### src/rtl/ddr4_cmd_decoder.sv
// ddr4_cmd_decoder
//   Device-side DDR4 command decoder and per-bank state tracker.
//   Samples the command pins on every rising ck_t edge, decodes
//   ACT/RD/WR/PRE/PREA/REF, tracks each bank through
//   IDLE -> ACTIVATING -> ACTIVE -> PRECHARGING -> IDLE, and reports accepted
//   commands one cycle later. Illegal commands are dropped and flagged.
//
// Ports
//   ck_t, reset_n     clock, asynchronous active-low reset
//   cke, cs_n, act_n  clock enable, chip select, activate
//   A                 address; A16/A15/A14 = RAS_n/CAS_n/WE_n, A10 = AP/all
//   bg, ba            bank group / bank; bank index = {bg, ba}
//   sync              per-bank one-cycle pulse on an accepted ACT
//   bank_active       bank is ACTIVE
//   bank_idle         bank is IDLE
//   cmd_valid         one-cycle pulse, cmd_* hold an accepted command
//   cmd_code          0=ACT 1=RD 2=WR 3=PRE 4=PREA 5=REF
//   cmd_bank          target bank
//   cmd_row           row (ACT) or open row of the bank (RD/WR), else 0
//   cmd_col           column (RD/WR), else 0
//   err, err_code     sticky violation flag, code of the first violation
module ddr4_cmd_decoder #(
    parameter int unsigned BGWIDTH   = 2,
    parameter int unsigned BAWIDTH   = 2,
    parameter int unsigned ADDRWIDTH = 17,
    parameter int unsigned COLWIDTH  = 10,
    parameter int unsigned TRCD      = 4,
    parameter int unsigned TRP       = 4
) (
    input  logic                                  ck_t,
    input  logic                                  reset_n,
    input  logic                                  cke,
    input  logic                                  cs_n,
    input  logic                                  act_n,
    input  logic [ADDRWIDTH-1:0]                  A,
    input  logic [BGWIDTH-1:0]                    bg,
    input  logic [BAWIDTH-1:0]                    ba,
    output logic [2**(BGWIDTH+BAWIDTH)-1:0]       sync,
    output logic [2**(BGWIDTH+BAWIDTH)-1:0]       bank_active,
    output logic [2**(BGWIDTH+BAWIDTH)-1:0]       bank_idle,
    output logic                                  cmd_valid,
    output logic [2:0]                            cmd_code,
    output logic [BGWIDTH+BAWIDTH-1:0]            cmd_bank,
    output logic [ADDRWIDTH-1:0]                  cmd_row,
    output logic [COLWIDTH-1:0]                   cmd_col,
    output logic                                  err,
    output logic [2:0]                            err_code
);

    localparam int unsigned BW   = BGWIDTH + BAWIDTH;
    localparam int unsigned NB   = 2**BW;
    localparam int unsigned TMAX = (TRCD > TRP) ? TRCD : TRP;
    localparam int unsigned CW   = $clog2(TMAX + 1);

    typedef enum logic [1:0] {
        S_IDLE, S_ACTIVATING, S_ACTIVE, S_PRECHARGING
    } bank_state_t;

    typedef enum logic [2:0] {
        CMD_ACT  = 3'd0,
        CMD_RD   = 3'd1,
        CMD_WR   = 3'd2,
        CMD_PRE  = 3'd3,
        CMD_PREA = 3'd4,
        CMD_REF  = 3'd5,
        CMD_NOP  = 3'd7
    } cmd_t;

    bank_state_t          r_state     [NB];
    bank_state_t          w_state_nxt [NB];
    logic [CW-1:0]        r_cnt       [NB];
    logic [CW-1:0]        w_cnt_nxt   [NB];
    logic [ADDRWIDTH-1:0] r_row       [NB];
    logic [ADDRWIDTH-1:0] w_row_nxt   [NB];

    logic [NB-1:0]        r_sync;
    logic                 r_cmd_valid;
    logic [2:0]           r_cmd_code;
    logic [BW-1:0]        r_cmd_bank;
    logic [ADDRWIDTH-1:0] r_cmd_row;
    logic [COLWIDTH-1:0]  r_cmd_col;
    logic                 r_err;
    logic [2:0]           r_err_code;

    cmd_t                 w_cmd;
    logic [BW-1:0]        w_bank;
    bank_state_t          w_tgt;
    logic                 w_all_idle;
    logic                 w_accept;
    logic                 w_viol;
    logic [2:0]           w_viol_code;
    logic [NB-1:0]        w_sync_nxt;
    logic [ADDRWIDTH-1:0] w_row_out;
    logic [COLWIDTH-1:0]  w_col_out;

    assign w_bank = {bg, ba};
    assign w_tgt  = r_state[w_bank];

    // Pin decode; anything not recognised (MRS, ZQ, NOP, deselect) is a NOP.
    always_comb begin
        w_cmd = CMD_NOP;
        if (cke && !cs_n) begin
            if (!act_n) begin
                w_cmd = CMD_ACT;
            end else begin
                case (A[16:14])
                    3'b010:  w_cmd = A[10] ? CMD_PREA : CMD_PRE;
                    3'b101:  w_cmd = CMD_RD;
                    3'b100:  w_cmd = CMD_WR;
                    3'b001:  w_cmd = CMD_REF;
                    default: w_cmd = CMD_NOP;
                endcase
            end
        end
    end

    // Legality against the pre-edge bank state.
    always_comb begin
        w_all_idle  = 1'b1;
        for (int unsigned b = 0; b < NB; b++) begin
            if (r_state[b] != S_IDLE) w_all_idle = 1'b0;
        end
        w_accept    = 1'b0;
        w_viol      = 1'b0;
        w_viol_code = '0;
        case (w_cmd)
            CMD_ACT: begin
                if (w_tgt == S_IDLE) w_accept = 1'b1;
                else begin w_viol = 1'b1; w_viol_code = 3'd1; end
            end
            CMD_RD, CMD_WR: begin
                if (w_tgt == S_ACTIVE) w_accept = 1'b1;
                else begin w_viol = 1'b1; w_viol_code = 3'd2; end
            end
            CMD_PRE: begin
                // PRE to IDLE/PRECHARGING is a silent no-op.
                if (w_tgt == S_ACTIVE) w_accept = 1'b1;
                else if (w_tgt == S_ACTIVATING) begin
                    w_viol = 1'b1; w_viol_code = 3'd3;
                end
            end
            CMD_PREA: w_accept = 1'b1;
            CMD_REF: begin
                if (w_all_idle) w_accept = 1'b1;
                else begin w_viol = 1'b1; w_viol_code = 3'd4; end
            end
            default: ;
        endcase
    end

    // Per-bank next state: timer progression first, then the accepted command.
    always_comb begin
        for (int unsigned b = 0; b < NB; b++) begin
            w_state_nxt[b] = r_state[b];
            w_cnt_nxt[b]   = r_cnt[b];
            w_row_nxt[b]   = r_row[b];
            case (r_state[b])
                S_ACTIVATING: begin
                    if (r_cnt[b] == '0) w_state_nxt[b] = S_ACTIVE;
                    else                w_cnt_nxt[b]   = r_cnt[b] - CW'(1);
                end
                S_PRECHARGING: begin
                    if (r_cnt[b] == '0) w_state_nxt[b] = S_IDLE;
                    else                w_cnt_nxt[b]   = r_cnt[b] - CW'(1);
                end
                default: ;
            endcase
            if (w_accept) begin
                if (w_bank == BW'(b)) begin
                    case (w_cmd)
                        CMD_ACT: begin
                            w_state_nxt[b] = S_ACTIVATING;
                            w_cnt_nxt[b]   = CW'(TRCD - 1);
                            w_row_nxt[b]   = A;
                        end
                        CMD_RD, CMD_WR: begin
                            if (A[10]) begin
                                w_state_nxt[b] = S_PRECHARGING;
                                w_cnt_nxt[b]   = CW'(TRP - 1);
                            end
                        end
                        CMD_PRE: begin
                            w_state_nxt[b] = S_PRECHARGING;
                            w_cnt_nxt[b]   = CW'(TRP - 1);
                        end
                        default: ;
                    endcase
                end
                if (w_cmd == CMD_PREA && r_state[b] == S_ACTIVE) begin
                    w_state_nxt[b] = S_PRECHARGING;
                    w_cnt_nxt[b]   = CW'(TRP - 1);
                end
            end
        end
    end

    always_comb begin
        w_sync_nxt = '0;
        w_row_out  = '0;
        w_col_out  = '0;
        if (w_accept) begin
            case (w_cmd)
                CMD_ACT: begin
                    w_sync_nxt = NB'(1) << w_bank;
                    w_row_out  = A;
                end
                CMD_RD, CMD_WR: begin
                    w_row_out = r_row[w_bank];
                    w_col_out = A[COLWIDTH-1:0];
                end
                default: ;
            endcase
        end
    end

    always_ff @(posedge ck_t or negedge reset_n) begin
        if (!reset_n) begin
            for (int unsigned b = 0; b < NB; b++) begin
                r_state[b] <= S_IDLE;
                r_cnt[b]   <= '0;
                r_row[b]   <= '0;
            end
            r_sync      <= '0;
            r_cmd_valid <= 1'b0;
            r_cmd_code  <= '0;
            r_cmd_bank  <= '0;
            r_cmd_row   <= '0;
            r_cmd_col   <= '0;
            r_err       <= 1'b0;
            r_err_code  <= '0;
        end else begin
            for (int unsigned b = 0; b < NB; b++) begin
                r_state[b] <= w_state_nxt[b];
                r_cnt[b]   <= w_cnt_nxt[b];
                r_row[b]   <= w_row_nxt[b];
            end
            r_sync      <= w_sync_nxt;
            r_cmd_valid <= w_accept;
            if (w_accept) begin
                r_cmd_code <= w_cmd;
                r_cmd_bank <= w_bank;
                r_cmd_row  <= w_row_out;
                r_cmd_col  <= w_col_out;
            end
            if (w_viol) begin
                r_err <= 1'b1;
                if (!r_err) r_err_code <= w_viol_code;
            end
        end
    end

    always_comb begin
        bank_active = '0;
        bank_idle   = '0;
        for (int unsigned b = 0; b < NB; b++) begin
            bank_active[b] = (r_state[b] == S_ACTIVE);
            bank_idle[b]   = (r_state[b] == S_IDLE);
        end
    end

    assign sync      = r_sync;
    assign cmd_valid = r_cmd_valid;
    assign cmd_code  = r_cmd_code;
    assign cmd_bank  = r_cmd_bank;
    assign cmd_row   = r_cmd_row;
    assign cmd_col   = r_cmd_col;
    assign err       = r_err;
    assign err_code  = r_err_code;

endmodule

### config.mk
export PLATFORM = sky130hd
export DESIGN_NAME = ddr4_cmd_decoder
export DESIGN_NICKNAME = d
export VERILOG_FILES = /design/src/rtl/ddr4_cmd_decoder.sv
export SDC_FILE = /design/constraint.sdc
export NUM_CORES = 1
export LEC_CHECK = 0
export CAP_MARGIN = 10
export CELL_PAD_IN_SITES_DETAIL_PLACEMENT = 0
export CELL_PAD_IN_SITES_GLOBAL_PLACEMENT = 1
export CORE_ASPECT_RATIO = 0.9
export CORE_MARGIN = 1
export CORE_UTILIZATION = 50
export DETAILED_ROUTE_END_ITERATION = 6
export DONT_BUFFER_PORTS = 1
export GPL_TIMING_DRIVEN = 0
export PLACE_DENSITY_LB_ADDON = 0.05
export SLEW_MARGIN = 10
export SYNTH_ARGS = -nofsm -noshare
export SYNTH_HDL_FRONTEND = slang
export SYNTH_SLANG_ARGS = --single-unit
### constraint.sdc
create_clock -name ck_t -period 3.6 [get_ports ck_t]
set_clock_uncertainty 0.1 [all_clocks]
set_input_delay 0.36 -clock ck_t [delete_from_list [all_inputs] [get_ports ck_t]]
set_output_delay 0.36 -clock ck_t [all_outputs]
set_load 0.02 [all_outputs]
Word-level counts from Yosys, hierarchy flattened
Cells that the tools add are included.
{"block": "op_classes", "n_addsub": 16, "order_cmp": 1, "n_eq_ne": 74, "shift": 1, "n_mux": 286, "bitwise_logic": 2, "n_reduce_logical": 105}
{"operator": "$mux 3", "count": 100}
{"operator": "$mux 2", "count": 101}
{"operator": "$pmux 2 s3", "count": 16}
{"operator": "$pmux 3 s2", "count": 16}
{"operator": "$bmux 17 s4", "count": 1}
{"operator": "$eq 2x2->1 const B", "count": 33}
{"operator": "$pmux 2 s2", "count": 16}
{"operator": "$logic_not 3->1", "count": 17}
{"operator": "$reduce_and 3->1", "count": 16}
{"operator": "$sub 3x1->3 const B", "count": 16}
{"operator": "$reduce_or 2->1", "count": 18}
{"operator": "$eq 2x1->1 const B", "count": 17}
{"operator": "$logic_not 2->1", "count": 17}
{"operator": "$mux 17", "count": 2}
{"operator": "$pmux 17 s2", "count": 1}
{"operator": "$eq 4x4->1 const B", "count": 8}
{"operator": "$mux 16", "count": 2}
{"operator": "$reduce_bool 2->1", "count": 16}
{"operator": "$mux 1", "count": 25}
{"operator": "$pmux 3 s4", "count": 2}
{"operator": "$logic_and 1x1->1", "count": 17}
{"operator": "$eq 4x3->1 const B", "count": 4}
{"operator": "$shl 1x4->16 const A", "count": 1}
{"operator": "$eq 3x3->1 const B", "count": 4}
{"operator": "14 further kinds", "count": 19}
{"block": "totals", "regBits": 407, "input_bits": 26, "out_inout_bits": 87, "wordCells": 541}

Longest topological paths before layout
{"block": "depth", "ltp_word": 20, "depth_mapped": 12, "mapped_depth_nobuf": 8}

Worst setup path after synthesis
OpenSTA, ideal clock, no wires.
{"block": "synth_path", "path_type": "input-to-reg", "from": "in ba[0]", "to": "reg r_cmd_row[4], in the netlist cmd_row[4]", "setup_ps": 125, "arrival_ps": 2824, "required_ps": 3375, "path_slack_ps": 552, "stages": 8, "n_path_buf": 4, "path_cell_list": "buf_2 -> buf_2 -> buf_2 -> buf_2 -> mux4_2 -> mux4_2 -> a22o_1 -> mux2_2"}
{"block": "synth_between", "elab_chain_len": 7, "elab_cells_between_ends": 13, "classes_between": "1 x eq/ne; 10 x mux; 1 x bitwise; 1 x reduce/logical"}
{"element": "start, declared", "line": "37", "rtl": "input logic [BAWIDTH-1:0] ba,"}
{"element": "$not 4->5 (implied by the code) *", "line": "97, 208"}
{"element": "$bmux 2 s4", "line": "97", "rtl": "assign w_tgt = r_state[w_bank];"}
{"element": "$mux 2 (implied by the code) (2 in series)", "line": "97"}
{"element": "$eq 2x2->1 / $logic_not 2->1 (equally long branches)", "line": "132, 137, 128"}
{"element": "$mux 1 (on tied branches)", "line": "132, 137, 128"}
{"element": "$pmux 1 s4", "line": "126", "rtl": "case (w_cmd)"}
{"element": "end signal, assigned", "line": "242", "rtl": "r_cmd_row <= w_row_out;"}
{"element": "end, declared", "line": "80", "rtl": "logic [ADDRWIDTH-1:0] r_cmd_row;"}
Every way passes the cells marked *; elsewhere a longest branch is shown, timed or not. The select of a mux whose other input is x is not followed.
A chain may end at the register's enable or synchronous reset.

Worst setup path in the final report
{"block": "layout_path", "from": "in ba[0]", "to": "reg r_row[202] (netlist name)"}
{"block": "layout_between", "elab_chain_len": 8, "elab_cells_between_ends": 11, "classes_between": "2 x eq/ne; 6 x mux; 1 x bitwise; 2 x reduce/logical"}
{"element": "$not 4->5 (implied by the code)", "line": "97"}
{"element": "$bmux 2 s4", "line": "97"}
{"element": "$mux 2 (implied by the code) (2 in series)", "line": "97"}
{"element": "$eq 2x2->1 / $logic_not 2->1 (equally long branches)", "line": "132, 137, 128"}
{"element": "$mux 1 (on tied branches)", "line": "132, 137, 128"}
{"element": "$pmux 1 s4", "line": "126"}
{"element": "$reduce_and 3->1 (no source line) *"}
{"element": "end signal, assigned by index", "line": "235", "rtl": "r_row[b] <= w_row_nxt[b];"}
{"element": "end, declared", "line": "73", "rtl": "logic [ADDRWIDTH-1:0] r_row [NB];"}
Marked as above.

==> run_results.csv <==
group,metric,value,unit
yosys,syn_area,19900,sq um
worst_setup_path,path_buf_inv,4,
route,ant_nets,0,
floorplanning,die_x,212,microns
global_routing,grt_usage,29.5,%
yosys,synth-warning-count,0,
timing,rsz0062_at_grt,"no",
final_layout,layoutNonFillerInstCount,2101,
global_routing,grt_pass1_wl,85700,microns
route,drt-initial-drc-count,1002,
final_layout,nFillCells,3239,
clock_tree,cts_sinks,407,
hold_path,min_path_type,"input port to async pin",
worst_setup_path,cp.required,3.95,ns
route,wire_per_inst,27.4,microns
global_routing,grt_max_degree,408,
floorplanning,die_y,191,microns
yosys,synthCells,1478,
floorplanning,initial_core_util,51.3,%
yosys,syn_nets,1536,
worst_setup_path,critPathKind,"input port to flop",
yosys,ys_seq_area_share,51.2,%
placed_design,hpwl,37500,microns
clock_tree,ctsHoldBuffers,15,
yosys,ys_async_sr_fraction,100,%
global_routing,antenna_found_initial,0,
floorplanning,dieArea,40600,sq um
clock_tree,path_clk_slew,0.06,ns
timing,maxSlewHeadroom,15.4,%
floorplanning,pin_count,113,
worst_setup_path,end_kind,"flop",
final_layout,fin_nets,1604,
final_layout,area_growth,11.8,%
clock_tree,numCtsBuffers,44,
worst_setup_path,arrival,3.92,ns
placed_design,dp_cells,2003,
timing,hold_ws,-0.614,ns
worst_setup_path,critPathSlowestCell,"nor3_4",
route,wirelength,57500,microns
yosys,syn_avg_cell_area,13.5,sq um
clock_tree,clk-insertion-delay-late,0.58,ns
worst_setup_path,path_max_fanout,10,
clock_tree,cts_root_buffer,"clkbuf_16",
flow_run,drv_cap,0,
outcome,status,"finished with violations",
worst_setup_path,critPathLaunchType,"input port",
timing,max_freq,280,MHz
power,totalPowerFinal,0.0118,W
worst_setup_path,reg2reg_slack,0.06,ns
clock_tree,clk_path_buf_depth,3,
placed_design,portBuffers,0,
timing,fin_crit,3.58,ns
timing,hold_viol,407,
floorplanning,coreArea,38800,sq um
worst_setup_path,path_cells,"buf_2 -> buf_2 -> buf_1 -> nor2_1 -> nand2_1 -> nor3_4 -> buf_2 -> mux2_2",
placed_design,place_congestion,0.908,
power,p_per_area,531,nW/um^2
timing,timing.final.max_slew_violations,0,
final_layout,num_antenna_cells,0,
timing,tightest_slew,1.27,ns
route,drc,0,
global_routing,grt-ovfl-total,0,
timing,setup_tns,0,ns
outcome,violations,"hold timing",
clock_tree,cts_tree,"done",
worst_setup_path,max_stage_delay,0.72,ns
yosys,synth_seq_cells,407,
yosys,synth_edf_count,0,
route,via_per_inst,6.05,
final_layout,drive_gt1_share,32.2,%
global_routing,grt_pass1_vias,12900,
clock_tree,htreeDepth,2,
power,p_leak,10.4,nW
yosys,synth-main-ff-cell,"dfrtp_1",
worst_setup_path,critPathTopFamily,"simple AND/OR/NAND/NOR gates",
timing,setup_viol,0,
power,ir_worst_vdd,0.356,mV
floorplanning,rows,68,
worst_setup_path,cpMostUsedCell,"buf_2",
route,detail_route.first_pass.iterations,5,
route,vias,12700,
yosys,synth_cell_types,63,
timing,fin_crit_sh,99.3,%
## worst paths after layout
| check | cells past startpoint | start | to |
|---|---|---|---|
| setup / recovery | 8 | ba[0] | r_row[202]$_DFFE_PN0P_ |
| hold / removal | 0 | reset_n | sync[8]$_DFF_PN0_ |
| setup reg to reg | 8 | r_state[16]$_DFF_PN0_ | r_row[202]$_DFFE_PN0P_ |
| hold reg to reg | 1 | r_row[263]$_DFFE_PN0P_ | r_row[263]$_DFFE_PN0P_ |
| max in group asynchronous | 0 | reset_n | r_row[175]$_DFFE_PN0P_ |
| min in group ck_t | 3 | A[16] | err_code[2]$_DFFE_PN0P_ |
## logic make-up (layout without fill, tap and decap cells)
logic type,after synthesis,count (layout),synth area share (%)
flops,407,407,51.2
mux,376,376,26.9
simple gates,282,282,7.90
compound gates,195,195,6.92
buf+inv,154,252,3.67
fa+ha+maj,32,32,2.01
xor+xnor,32,32,1.41
## state kept, by name (all words and copies together), names as in the netlist
signal / cells
r_row: 272
r_cnt: 48
r_state: 32
cmd_row: 17
sync: 16
cmd_col: 10
cmd_bank: 4
cmd_code: 3
err_code: 3
cmd_valid: 1
err: 1
## cells in the final DEF (no fill, tap or decap), drive strengths merged, types with 8 or more instances in the layout
cell type	n
clkinv	9
mux2	278
mux2i	8
nor2b	27
dlygate4sd3	15
nand2	77
and2	9
a21oi	30
or3	9
a211oi	10
o21ai	55
nand2b	12
mux4	90
a22oi	9
nand3b	16
a22o	36
inv	60
buf	47
dfrtp	407
clkbuf	116
xnor2	32
ha	32
nor3	27
nor2	58
nor4	11
nand3	18
## area by class of cell
| cell class | count | area (sq um) | share of cell area, % |
|---|---|---|---|
| Inverter | 60 | 225 | 1.01 |
| Sequential cell | 407 | 10200 | 45.8 |
| Clock buffer | 64 | 1320 | 5.92 |
| Clock inverter | 12 | 123 | 0.552 |
| Buffer | 94 | 528 | 2.37 |
| Multi-Input combinational cell | 917 | 9000 | 40.5 |
| Tap cell | 525 | 657 | 2.95 |
| Timing Repair Buffer | 22 | 203 | 0.912 |
## repair_timing
action / in CTS / in global routing
setup buffers: 4 / 3
endpoints found under the hold margin: 513 / 407
resized for setup: 2 / 12
setup endpoints to repair: 51 / 61
pin swaps: 3 / 2
## report_power, final
group | total, W | internal, W | switching (W)
Sequential | 0.00548 | 0.00501 | 0.000474
Combinational | 0.00182 | 0.000741 | 0.00108
Clock | 0.00450 | 0.00261 | 0.00189
Total | 0.0118 | 0.00836 | 0.00344
## routing by layer
layer,track usage [%],vias to the layer above,part of all wire (%)
li1,-,5555,-
met1,42.6,6657,45
met2,43.7,399,44
met3,7.00,99,8.1
met4,9.56,0,2.9
met5,0,-,0
## stage by stage
step	setup WS, ns	util, %	cell area [sq um]	hold WS (ns)
floorplan	0.552	-	19900	-0.0356
global placement	-0.600	52.9	20500	-0.0276
detailed placement	-0.563	53.0	20500	-0.0257
CTS	0.0164	57.2	22200	-0.636
global route	0.0208	57.3	22200	-0.634
finish	0.0249	57.3	22200	-0.614
## synthesized netlist by cell type, drive strengths merged, types with 12 or more instances
cell | instances | area (sq um)
dfrtp | 407 | 10200
mux2 | 278 | 3240
mux4 | 90 | 2030
nand2 | 77 | 289
inv | 60 | 225
nor2 | 58 | 304
o21ai | 55 | 275
clkbuf | 49 | 184
buf | 45 | 320
a22o | 36 | 315
ha | 32 | 400
xnor2 | 32 | 280
a21oi | 30 | 150
nor2b | 27 | 169
nor3 | 27 | 191
nand3 | 18 | 95.1
nand3b | 16 | 120
nand2b | 12 | 82.6
Note: power is estimated with default switching activity, not from simulation.
